`src/rtl/menu_pkg.sv`:
```
// Shared geometry and colour constants for the menu highlight overlay.
package menu_pkg;

  localparam int unsigned BoxHMin  = 362;
  localparam int unsigned BoxHMax  = 674;
  localparam int unsigned BoxVSize = 100;
  localparam int unsigned BorderW  = 3;

  localparam logic [11:0] HlRgbDefault = 12'hff0;

  function automatic logic [10:0] box_top(input logic [1:0] idx);
    case (idx)
      2'd0:    return 11'd46;
      2'd1:    return 11'd238;
      2'd2:    return 11'd430;
      default: return 11'd622;
    endcase
  endfunction

  // True when (h, v) lies on the BorderW-wide frame of the box whose top row is top.
  function automatic logic in_border(input logic [10:0] h, input logic [10:0] v,
                                     input logic [10:0] top);
    logic in_h, in_v, edge_h, edge_v;
    in_h   = (h >= 11'(BoxHMin)) && (h <= 11'(BoxHMax));
    in_v   = (v >= top) && (v <= top + 11'(BoxVSize));
    edge_h = (h <= 11'(BoxHMin + BorderW - 1)) || (h >= 11'(BoxHMax - BorderW + 1));
    edge_v = (v <= top + 11'(BorderW - 1)) || (v >= top + 11'(BoxVSize - BorderW + 1));
    return in_h && in_v && (edge_h || edge_v);
  endfunction

endpackage

```
`src/rtl/btn_edge.sv`:
```
// Two-flop synchroniser plus rising-edge detector producing a registered one-cycle pulse.
module btn_edge (
  input  logic pclk,
  input  logic rst,
  input  logic btn_i,
  output logic pulse_o
);

  logic       sync1_q, sync2_q, prev_q, pulse_q;
  logic [1:0] warm_q;

  // Pulses are masked until the chain has refilled after reset, so a button
  // held through reset is not mistaken for a fresh press.
  always_ff @(posedge pclk) begin
    if (rst) begin
      sync1_q <= 1'b0;
      sync2_q <= 1'b0;
      prev_q  <= 1'b0;
      pulse_q <= 1'b0;
      warm_q  <= 2'd0;
    end else begin
      sync1_q <= btn_i;
      sync2_q <= sync1_q;
      prev_q  <= sync2_q;
      pulse_q <= (warm_q == 2'd3) && sync2_q && !prev_q;
      warm_q  <= (warm_q == 2'd3) ? warm_q : warm_q + 2'd1;
    end
  end

  assign pulse_o = pulse_q;

endmodule

```
`src/rtl/menu_select.sv`:
```
// Menu selection stage: button-driven highlight box overlaid on the pattern with 1-cycle delay.
// Define MENU_SELECT_BLINK_EN to blink the highlight (16 frames on, 16 off).
module menu_select
  import menu_pkg::*;
#(
  parameter int unsigned N_OPTIONS = 4,
  parameter logic [11:0] HL_RGB    = HlRgbDefault
) (
  input  logic        pclk,
  input  logic        rst,
  input  logic [10:0] hcount_in,
  input  logic [10:0] vcount_in,
  input  logic        hsync_in,
  input  logic        vsync_in,
  input  logic        hblnk_in,
  input  logic        vblnk_in,
  input  logic [11:0] rgb_in,
  input  logic        btn_up,
  input  logic        btn_down,
  input  logic        btn_enter,
  output logic [10:0] hcount_out,
  output logic [10:0] vcount_out,
  output logic        hsync_out,
  output logic        vsync_out,
  output logic        hblnk_out,
  output logic        vblnk_out,
  output logic [11:0] rgb_out,
  output logic [1:0]  sel_idx,
  output logic        opt_valid,
  output logic [1:0]  opt_idx
);

  localparam logic [1:0] LastIdx = 2'(N_OPTIONS - 1);

  logic        up_p, down_p, enter_p;
  logic [10:0] hcount_q, vcount_q;
  logic        hsync_q, vsync_q, hblnk_q, vblnk_q;
  logic [11:0] rgb_q, rgb_d;
  logic [1:0]  sel_pend_q, sel_pend_d;
  logic [1:0]  sel_idx_q, sel_idx_d;
  logic        opt_valid_q;
  logic [1:0]  opt_idx_q, opt_idx_d;
  logic        vblnk_rise, hl_show;

  btn_edge u_btn_up    (.pclk(pclk), .rst(rst), .btn_i(btn_up),    .pulse_o(up_p));
  btn_edge u_btn_down  (.pclk(pclk), .rst(rst), .btn_i(btn_down),  .pulse_o(down_p));
  btn_edge u_btn_enter (.pclk(pclk), .rst(rst), .btn_i(btn_enter), .pulse_o(enter_p));

  // vblnk_q is the previous vblnk_in, so it doubles as the edge-detect history.
  assign vblnk_rise = vblnk_in && !vblnk_q;

`ifdef MENU_SELECT_BLINK_EN
  logic [4:0] frame_cnt_q;

  always_ff @(posedge pclk) begin
    if (rst) begin
      frame_cnt_q <= 5'd0;
    end else if (vblnk_rise) begin
      frame_cnt_q <= frame_cnt_q + 5'd1;
    end
  end

  assign hl_show = !frame_cnt_q[4];
`else
  assign hl_show = 1'b1;
`endif

  always_comb begin
    sel_pend_d = sel_pend_q;
    if (up_p && !down_p) begin
      sel_pend_d = (sel_pend_q == 2'd0) ? LastIdx : sel_pend_q - 2'd1;
    end else if (down_p && !up_p) begin
      sel_pend_d = (sel_pend_q == LastIdx) ? 2'd0 : sel_pend_q + 2'd1;
    end
  end

  always_comb begin
    sel_idx_d = vblnk_rise ? sel_pend_q : sel_idx_q;
    opt_idx_d = enter_p ? sel_pend_q : opt_idx_q;
    rgb_d     = rgb_in;
    if (!hblnk_in && !vblnk_in && hl_show &&
        in_border(hcount_in, vcount_in, box_top(sel_idx_q))) begin
      rgb_d = HL_RGB;
    end
  end

  always_ff @(posedge pclk) begin
    if (rst) begin
      hcount_q    <= '0;
      vcount_q    <= '0;
      hsync_q     <= 1'b0;
      vsync_q     <= 1'b0;
      hblnk_q     <= 1'b0;
      vblnk_q     <= 1'b0;
      rgb_q       <= '0;
      sel_pend_q  <= '0;
      sel_idx_q   <= '0;
      opt_valid_q <= 1'b0;
      opt_idx_q   <= '0;
    end else begin
      hcount_q    <= hcount_in;
      vcount_q    <= vcount_in;
      hsync_q     <= hsync_in;
      vsync_q     <= vsync_in;
      hblnk_q     <= hblnk_in;
      vblnk_q     <= vblnk_in;
      rgb_q       <= rgb_d;
      sel_pend_q  <= sel_pend_d;
      sel_idx_q   <= sel_idx_d;
      opt_valid_q <= enter_p;
      opt_idx_q   <= opt_idx_d;
    end
  end

  assign hcount_out = hcount_q;
  assign vcount_out = vcount_q;
  assign hsync_out  = hsync_q;
  assign vsync_out  = vsync_q;
  assign hblnk_out  = hblnk_q;
  assign vblnk_out  = vblnk_q;
  assign rgb_out    = rgb_q;
  assign sel_idx    = sel_idx_q;
  assign opt_valid  = opt_valid_q;
  assign opt_idx    = opt_idx_q;

endmodule

```
`config.mk`:
```
export PLATFORM = sky130hd
export DESIGN_NAME = menu_select
export DESIGN_NICKNAME = d
export VERILOG_FILES = /design/src/rtl/menu_pkg.sv /design/src/rtl/btn_edge.sv /design/src/rtl/menu_select.sv
export SDC_FILE = /design/constraint.sdc
export NUM_CORES = 1
export LEC_CHECK = 0
export ABC_AREA = 0
export CAP_MARGIN = 15
export CORE_ASPECT_RATIO = 0.5
export CORE_UTILIZATION = 48
export CTS_CLUSTER_DIAMETER = 30
export DETAILED_ROUTE_END_ITERATION = 7
export GPL_TIMING_DRIVEN = 0
export PLACE_DENSITY = 0.8
export SYNTH_ARGS = -nofsm -noshare
export SYNTH_HDL_FRONTEND = slang
export SYNTH_SLANG_ARGS = --single-unit
```
`constraint.sdc`:
```
create_clock -name pclk -period 6.08 [get_ports pclk]
set_input_delay 1.216 -clock pclk [delete_from_list [all_inputs] [get_ports pclk]]
set_output_delay 1.216 -clock pclk [all_outputs]
set_load 0.01 [all_outputs]
```
==> metrics, run 1 <==
Worst Hold End u_btn_enter.sync2_q$_SDFF_PP0_; setup TNS 0 ns; minimum clock period 3.206 ns; Tcrit/Tclk final 52.73%; synthesized area 2494 um^2; Routed Antenna Nets 0; hold_buf cts 0; Post-Synthesis Cells 248; leading area contributor after synthesis dfxtp_1; max-cap viol count 0; routed wire length 5.187 mm; Antenna Cells 0; H-Tree Level Count 3; input/output buffers 83; skew final 0.003622 ns; Slowest cell on crit path clkdlybuf4s50_1; FF-to-FF Start sel_idx[0]$_SDFFE_PP0P_; Startpoint Class input pin; Overall Global Routing Usage 19.23%; yosys warns 0; CTS tree yes; Final setup viols 0; status complete, no violations; Placed Instances 401; GP Congestion 0.8832; area share of the largest cell type after synthesis 50.58%; Commonest cells post-synth dfxtp_1 (63), nor2b_1 (37), inv_1 (21); Clock Latency Late Sink 0.32 ns; FF+latch area 1261 um^2; Sw Share 22.56%; CORE AREA 4955 um^2; Ports 86; Tightest Pin Transition 0.4697 ns; vias 2,034; number of synthesized flops with an enable pin 0; pin count of the biggest net entering global routing 11; post-CTS sizing 0; P per Cell Area 258.7 nW/um^2; Post-Route Utilization 72.85%; critical path type input pin to flop; Clock transition at path regs 0.06 ns; mean area per synthesized cell 10.06 um^2; Critical Path End Type flop; FFs w/ async S/R, synth 0%; hold-critical path depth 1; area of the multi-input gates 1111 um^2; flops & latches, synth 63; Max stage delay on crit path 0.46 ns; Seq pwr share 48.0%; Num CTS Buffers 9; Leak 1.498 nW; Final Hold Fails 0; RSZ-0062 raised after global routing no; switching power total 0.2107 mW; Area contributors post-synth dfxtp_1 (51%), nor2b_1 (9.3%), ha_1 (9.0%); First DRT Iteration DRCs 46; Worst EP required 6.35 ns; Root Buffer clkbuf_8; DIE AREA 5505 um^2; Nets 403; FF-to-FF End rgb_out[2]$_SDFF_PP0_; vias per cell 4.889; Synth cell types 36; post-synthesis sequential area ratio 50.58%; Clock Power Share 37.9%; Net Count, Synth 309; vias in the first global route 1,770; Overflow after GRT 0; reg-to-reg slack, setup 3.25 ns; Die Y 52.97 um; FILL cells 368; Clock Sinks 63; Worst Path Buf+Inv 2; Pins Over Slew Limit 0; Main synth FF type dfxtp_1; DIE WIDTH 103.9 um; first-pass detailed-route iteration total 4; combinational share of power 14.0%; r2r worst-path depth 12; maximum fanout along the worst path 10; first-pass GRT wire length 8.024 mm; Post-CTS Setup Repair Bufs 0; Max VDD drop 0.1274 mV; maximum root-to-sink buffer count 2; Pwr Total 0.9339 mW; max frequency 311.9 MHz; hold_sp u_btn_enter.sync1_q$_SDFF_PP0_; Starting Density 50.33%; Critical Path AT 3.47 ns; synthesis-to-layout area growth 44.76%; initial antenna violation count 0; Hold Path Class flop to flop; internal cell power 0.7232 mW; Max transition margin 68.69%; DR WL/cell 12.47 um; Crit path max-delay family simple AND/OR/NAND/NOR gates; most common cell in the netlist dfxtp_1; Finished Layout Cells 416; Detail Placement HPWL 3.993 mm; share of post-route cells with drive strength above 1 5.780%; DRC 0; critical path cell sequence clkdlybuf4s50_1 -> ha_1 -> nand4b_1 -> nor3b_1 -> a2111oi_0 -> a211o_1 -> o211ai_2 -> buf_6 -> and3b_1; site row count 18
-- cell families (layout without fill, tap and decap cells) --
group,count (synthesis),count (layout),synth area share (%)
adders and majority gates,18,18,9.032
buffers and inverters,30,128,4.867
xor gates and xnor gates,4,4,1.405
muxes,7,7,2.810
AOI/OAI and AO/OA,38,38,9.985
DFF,63,63,50.58
and+or+nand+nor,88,88,21.32
-- worst register-to-register path: stages, from the launching register on --
cell and delay (ns):
dfxtp_1 0.44, inv_1 0.10, ha_1 0.24, ha_1 0.28, inv_1 0.03, ha_1 0.28
nand4b_1 0.14, nor3b_1 0.34, a2111oi_0 0.16, a211o_1 0.30, o211ai_2 0.11, buf_6 0.18
and3b_1 0.17
-- final cells by class --
cell class | instances | share of cell area [%]
Inverter | 21 | 2.184
Sequential cell | 63 | 34.94
Tap cell | 70 | 2.426
Clock buffer | 12 | 4.298
Clock inverter | 3 | 1.179
Multi-Input combinational cell | 155 | 30.78
Timing Repair Buffer | 83 | 23.02
Buffer | 9 | 1.179
-- layer usage --
metal  track usage [%]  share of wire [%]  wire length [um]
met3             5.911                3.9               200
met5                 0                  0                 0
met4             7.857               0.56                29
met1             22.81                 46              2402
met2             33.33                 49              2554
-- sequential cells by signal, summed over array words and instances (netlist names), 2 cells and up --
signal              count
u_btn_enter.warm_q      2
opt_idx                 2
u_btn_down.warm_q       2
rgb_out                12
sel_idx                 2
hcount_out             11
sel_pend_q              2
u_btn_up.warm_q         2
vcount_out             11
-- stage by stage --
stage | worst slack, ns | area, um^2 | hold WS [ns]
after floorplan | 3.290 | 2494 | 0.4138
after global placement | 2.623 | 3412 | 0.4217
after detailed placement | 2.543 | 3412 | 0.4256
after CTS | 2.877 | 3610 | 0.4350
after global routing | 2.717 | 3610 | 0.4549
final | 2.874 | 3610 | 0.4325
-- power by group through the flow --
stage | Combinational [mW] | Sequential, mW | Clock [mW]
6_report | 0.131 | 0.448 | 0.354
5_1_grt | 0.145 | 0.451 | 0.379
4_1_cts | 0.133 | 0.449 | 0.362
3_5_place_dp | 0.131 | 0.458 | 0
3_3_place_gp | 0.127 | 0.457 | 0
2_1_floorplan | 0.0534 | 0.464 | 0
-- layout by cell type (no fill, tap or decap), types with 4 or more instances in the layout --
cell type | synthesis | routed
clkdlybuf4s50_1 | 0 | 83
ha_1 | 18 | 18
mux2i_1 | 7 | 7
nor2_1 | 19 | 19
xor2_1 | 4 | 4
a31oi_1 | 4 | 4
inv_1 | 21 | 21
dfxtp_1 | 63 | 63
o21ai_0 | 6 | 6
a211oi_1 | 4 | 4
nor2b_1 | 37 | 37
clkbuf_8 | 0 | 11
and3b_1 | 8 | 8
a21oi_1 | 14 | 14
clkbuf_1 | 7 | 8
-- worst max path at each step --
stage | start | to | slack, ns | depth (start not counted)
floorplan | vcount_in[7] | rgb_out[1]$_SDFF_PP0_ | 3.29 | 8
global placement | vcount_in[7] | rgb_out[2]$_SDFF_PP0_ | 2.62 | 9
detailed placement | vcount_in[7] | rgb_out[2]$_SDFF_PP0_ | 2.54 | 9
CTS | vcount_in[7] | rgb_out[2]$_SDFF_PP0_ | 2.88 | 9
global route | vcount_in[7] | rgb_out[1]$_SDFF_PP0_ | 2.72 | 9
finish | vcount_in[7] | rgb_out[2]$_SDFF_PP0_ | 2.87 | 9
No activity file was read; power rests on OpenSTA's default activity.
==> run 2, diff against run 1 <==
--- a/config.mk
+++ b/config.mk
@@ -8,11 +8,11 @@
 export ABC_AREA = 0
 export CAP_MARGIN = 15
 export CORE_ASPECT_RATIO = 0.5
-export CORE_UTILIZATION = 48
+export CORE_UTILIZATION = 40
 export CTS_CLUSTER_DIAMETER = 30
 export DETAILED_ROUTE_END_ITERATION = 7
 export GPL_TIMING_DRIVEN = 0
-export PLACE_DENSITY = 0.8
+export PLACE_DENSITY = 0.71
 export SYNTH_ARGS = -nofsm -noshare
 export SYNTH_HDL_FRONTEND = slang
 export SYNTH_SLANG_ARGS = --single-unit
==> constraint.sdc (replaced) <==
create_clock -name pclk -period 2.65 [get_ports pclk]
set_input_delay 0.53 -clock pclk [delete_from_list [all_inputs] [get_ports pclk]]
set_output_delay 0.53 -clock pclk [all_outputs]
set_load 0.01 [all_outputs]
==> run 2 against run 1 <==
  * Critical path depth grew 3
  * Non-clock buffer count grew 3
  * Highest routed layer unchanged
  * Sequential power grew 130%
  * Critical path type is now flop to flop
  * Largest cell class unchanged
  * Wire length grew 9.3%
==> metrics, run 2 (synthesis results as in run 1) <==
hold-critical path depth 1; share of post-route cells with drive strength above 1 9.429%; skew final 0.006355 ns; Final Hold Fails 0; Startpoint Class flop; pin count of the biggest net entering global routing 13; Placed Instances 415; Sw Share 22.27%; setup TNS 0 ns; GP Congestion 0.9275; Pins Over Slew Limit 0; critical path type flop to flop; Worst EP required 2.87 ns; Clock transition at path regs 0.06 ns; Tightest Pin Transition 0.4686 ns; initial antenna violation count 0; max FFs per register 12; r2r worst-path depth 12; Hold Path Class flop to flop; Starting Density 43.52%; Ports 86; Final setup viols 0; status complete, no violations; Die Y 57.83 um; DIE WIDTH 113.7 um; vias in the first global route 1,928; Routed Antenna Nets 0; Leak 1.575 nW; most common cell after layout, fill and taps aside clkdlybuf4s50_1; Nets 406; commonest non-fill, non-tap cells in the layout clkdlybuf4s50_1 (83), dfxtp_1 (61), nor2b_1 (37), inv_1 (21), nor2_1 (19); Overflow after GRT 0; synthesis-to-layout area growth 53.74%; most used cell, CP inv_1; CP startpoint sel_idx[0]$_SDFFE_PP0P_; Pwr Total 2.618 mW; max-cap viol count 0; hold_buf cts 0; Num CTS Buffers 9; Max stage delay on crit path 0.37 ns; Finished Layout Cells 434; maximum root-to-sink buffer count 2; Antenna Cells 0; P per Cell Area 682.8 nW/um^2; DIE AREA 6573 um^2; Clock Latency Late Sink 0.33 ns; FF-to-FF End rgb_out[0]$_SDFF_PP0_; Clock Sinks 63; site row count 19; Max transition margin 68.76%; Critical Path End Type flop; routed wire length 5.671 mm; Crit path max-delay family simple AND/OR/NAND/NOR gates; CORE AREA 5729 um^2; internal cell power 2.035 mW; Tcrit/Tclk final 96.28%; vias per cell 4.714; Slowest cell on crit path dfxtp_4; reg-to-reg slack, setup 0.1 ns; First DRT Iteration DRCs 69; DR WL/cell 13.07 um; Root Buffer clkbuf_16; critical path cell sequence inv_1 -> ha_2 -> ha_1 -> inv_1 -> ha_4 -> nand4b_1 -> nor3b_2 -> and3_1 -> a211o_1 -> o211ai_4 -> buf_4 -> and3b_1; Critical Path AT 2.77 ns; input/output buffers 83; CTS tree yes; Clock Power Share 48.8%; first-pass detailed-route iteration total 4; DRC 0; Worst Hold End u_btn_down.sync2_q$_SDFF_PP0_; maximum fanout along the worst path 5; switching power total 0.5829 mW; FF-to-FF Start sel_idx[0]$_SDFFE_PP0P_; Detail Placement HPWL 4.083 mm; vias 2,046; H-Tree Level Count 3; Max VDD drop 0.3417 mV; Worst Path Buf+Inv 3; critical path depth 12; max frequency 391.9 MHz; hold_sp u_btn_down.sync1_q$_SDFF_PP0_; minimum clock period 2.551 ns; first-pass GRT wire length 8.866 mm; Seq pwr share 39.3%; Overall Global Routing Usage 18.01%; combinational share of power 11.9%
run 2: cell types whose count changed in the layout (fill, tap and decap cells not counted), moves of 2 or more:
cell / delta
clkbuf_8: -10
ha_1: -2
buf_4: +3
clkinvlp_4: +2
clkbuf_16: +9
dfxtp_1: -2
run 2: how the worst max path moves through the flow:
| stage | endpoint | slack (ns) |
|---|---|---|
| 4_1_cts | rgb_out[2]$_SDFF_PP0_ | 0.01 |
| 3_5_place_dp | rgb_out[2]$_SDFF_PP0_ | -0.22 |
| 5_1_grt | rgb_out[2]$_SDFF_PP0_ | -0.04 |
| 6_report | rgb_out[0]$_SDFF_PP0_ | 0.1 |
| 3_3_place_gp | rgb_out[1]$_SDFF_PP0_ | -0.13 |
| 2_1_floorplan | rgb_out[1]$_SDFF_PP0_ | 0.16 |
run 2: cell type report:
class,instances,area (um^2)
Buffer,9,42.54
Inverter,21,78.83
Tap cell,84,105.1
Sequential cell,63,1266
Clock inverter,6,91.34
Multi-Input combinational cell,155,1157
Fill cell,446,1896
Clock buffer,10,239.0
Timing Repair Buffer,86,853.3
run 2: layer usage:
| metal | share of wire (%) | routed length (um) | track usage, % |
|---|---|---|---|
| met1 | 45 | 2565 | 21.41 |
| met2 | 49 | 2751 | 30.31 |
| met3 | 5.1 | 290 | 7.008 |
| met4 | 1.1 | 63 | 6.015 |
| met5 | 0 | 0 | 0 |
run 2: per-stage QoR:
step / utilization (%) / hold WS, ns / setup WS, ns / cell area (um^2)
2_1_floorplan: - / 0.4138 / 0.1599 / 2494
3_3_place_gp: 59.86 / 0.4179 / -0.1305 / 3430
3_5_place_dp: 59.86 / 0.4285 / -0.2205 / 3430
4_1_cts: 65.76 / 0.4421 / 0.01348 / 3767
5_1_grt: 66.91 / 0.4537 / -0.04499 / 3834
6_report: 66.91 / 0.4370 / 0.09860 / 3834
run 2: power groups by stage:
stage / Combinational, mW / Sequential, mW / Clock (mW)
3_3_place_gp: 0.294 / 1.05 / 0
3_5_place_dp: 0.303 / 1.05 / 0
2_1_floorplan: 0.122 / 1.06 / 0
4_1_cts: 0.306 / 1.03 / 1.29
6_report: 0.310 / 1.03 / 1.28
5_1_grt: 0.343 / 1.04 / 1.34
run 2: what timing repair did:
item                       in CTS  in global routing
gates cloned                    0                  1
resized for setup               3                  9
hold endpoints to repair        0                  0
buffers inserted                0                  2
setup endpoints to repair      11                 10
pin swaps                       0                  6
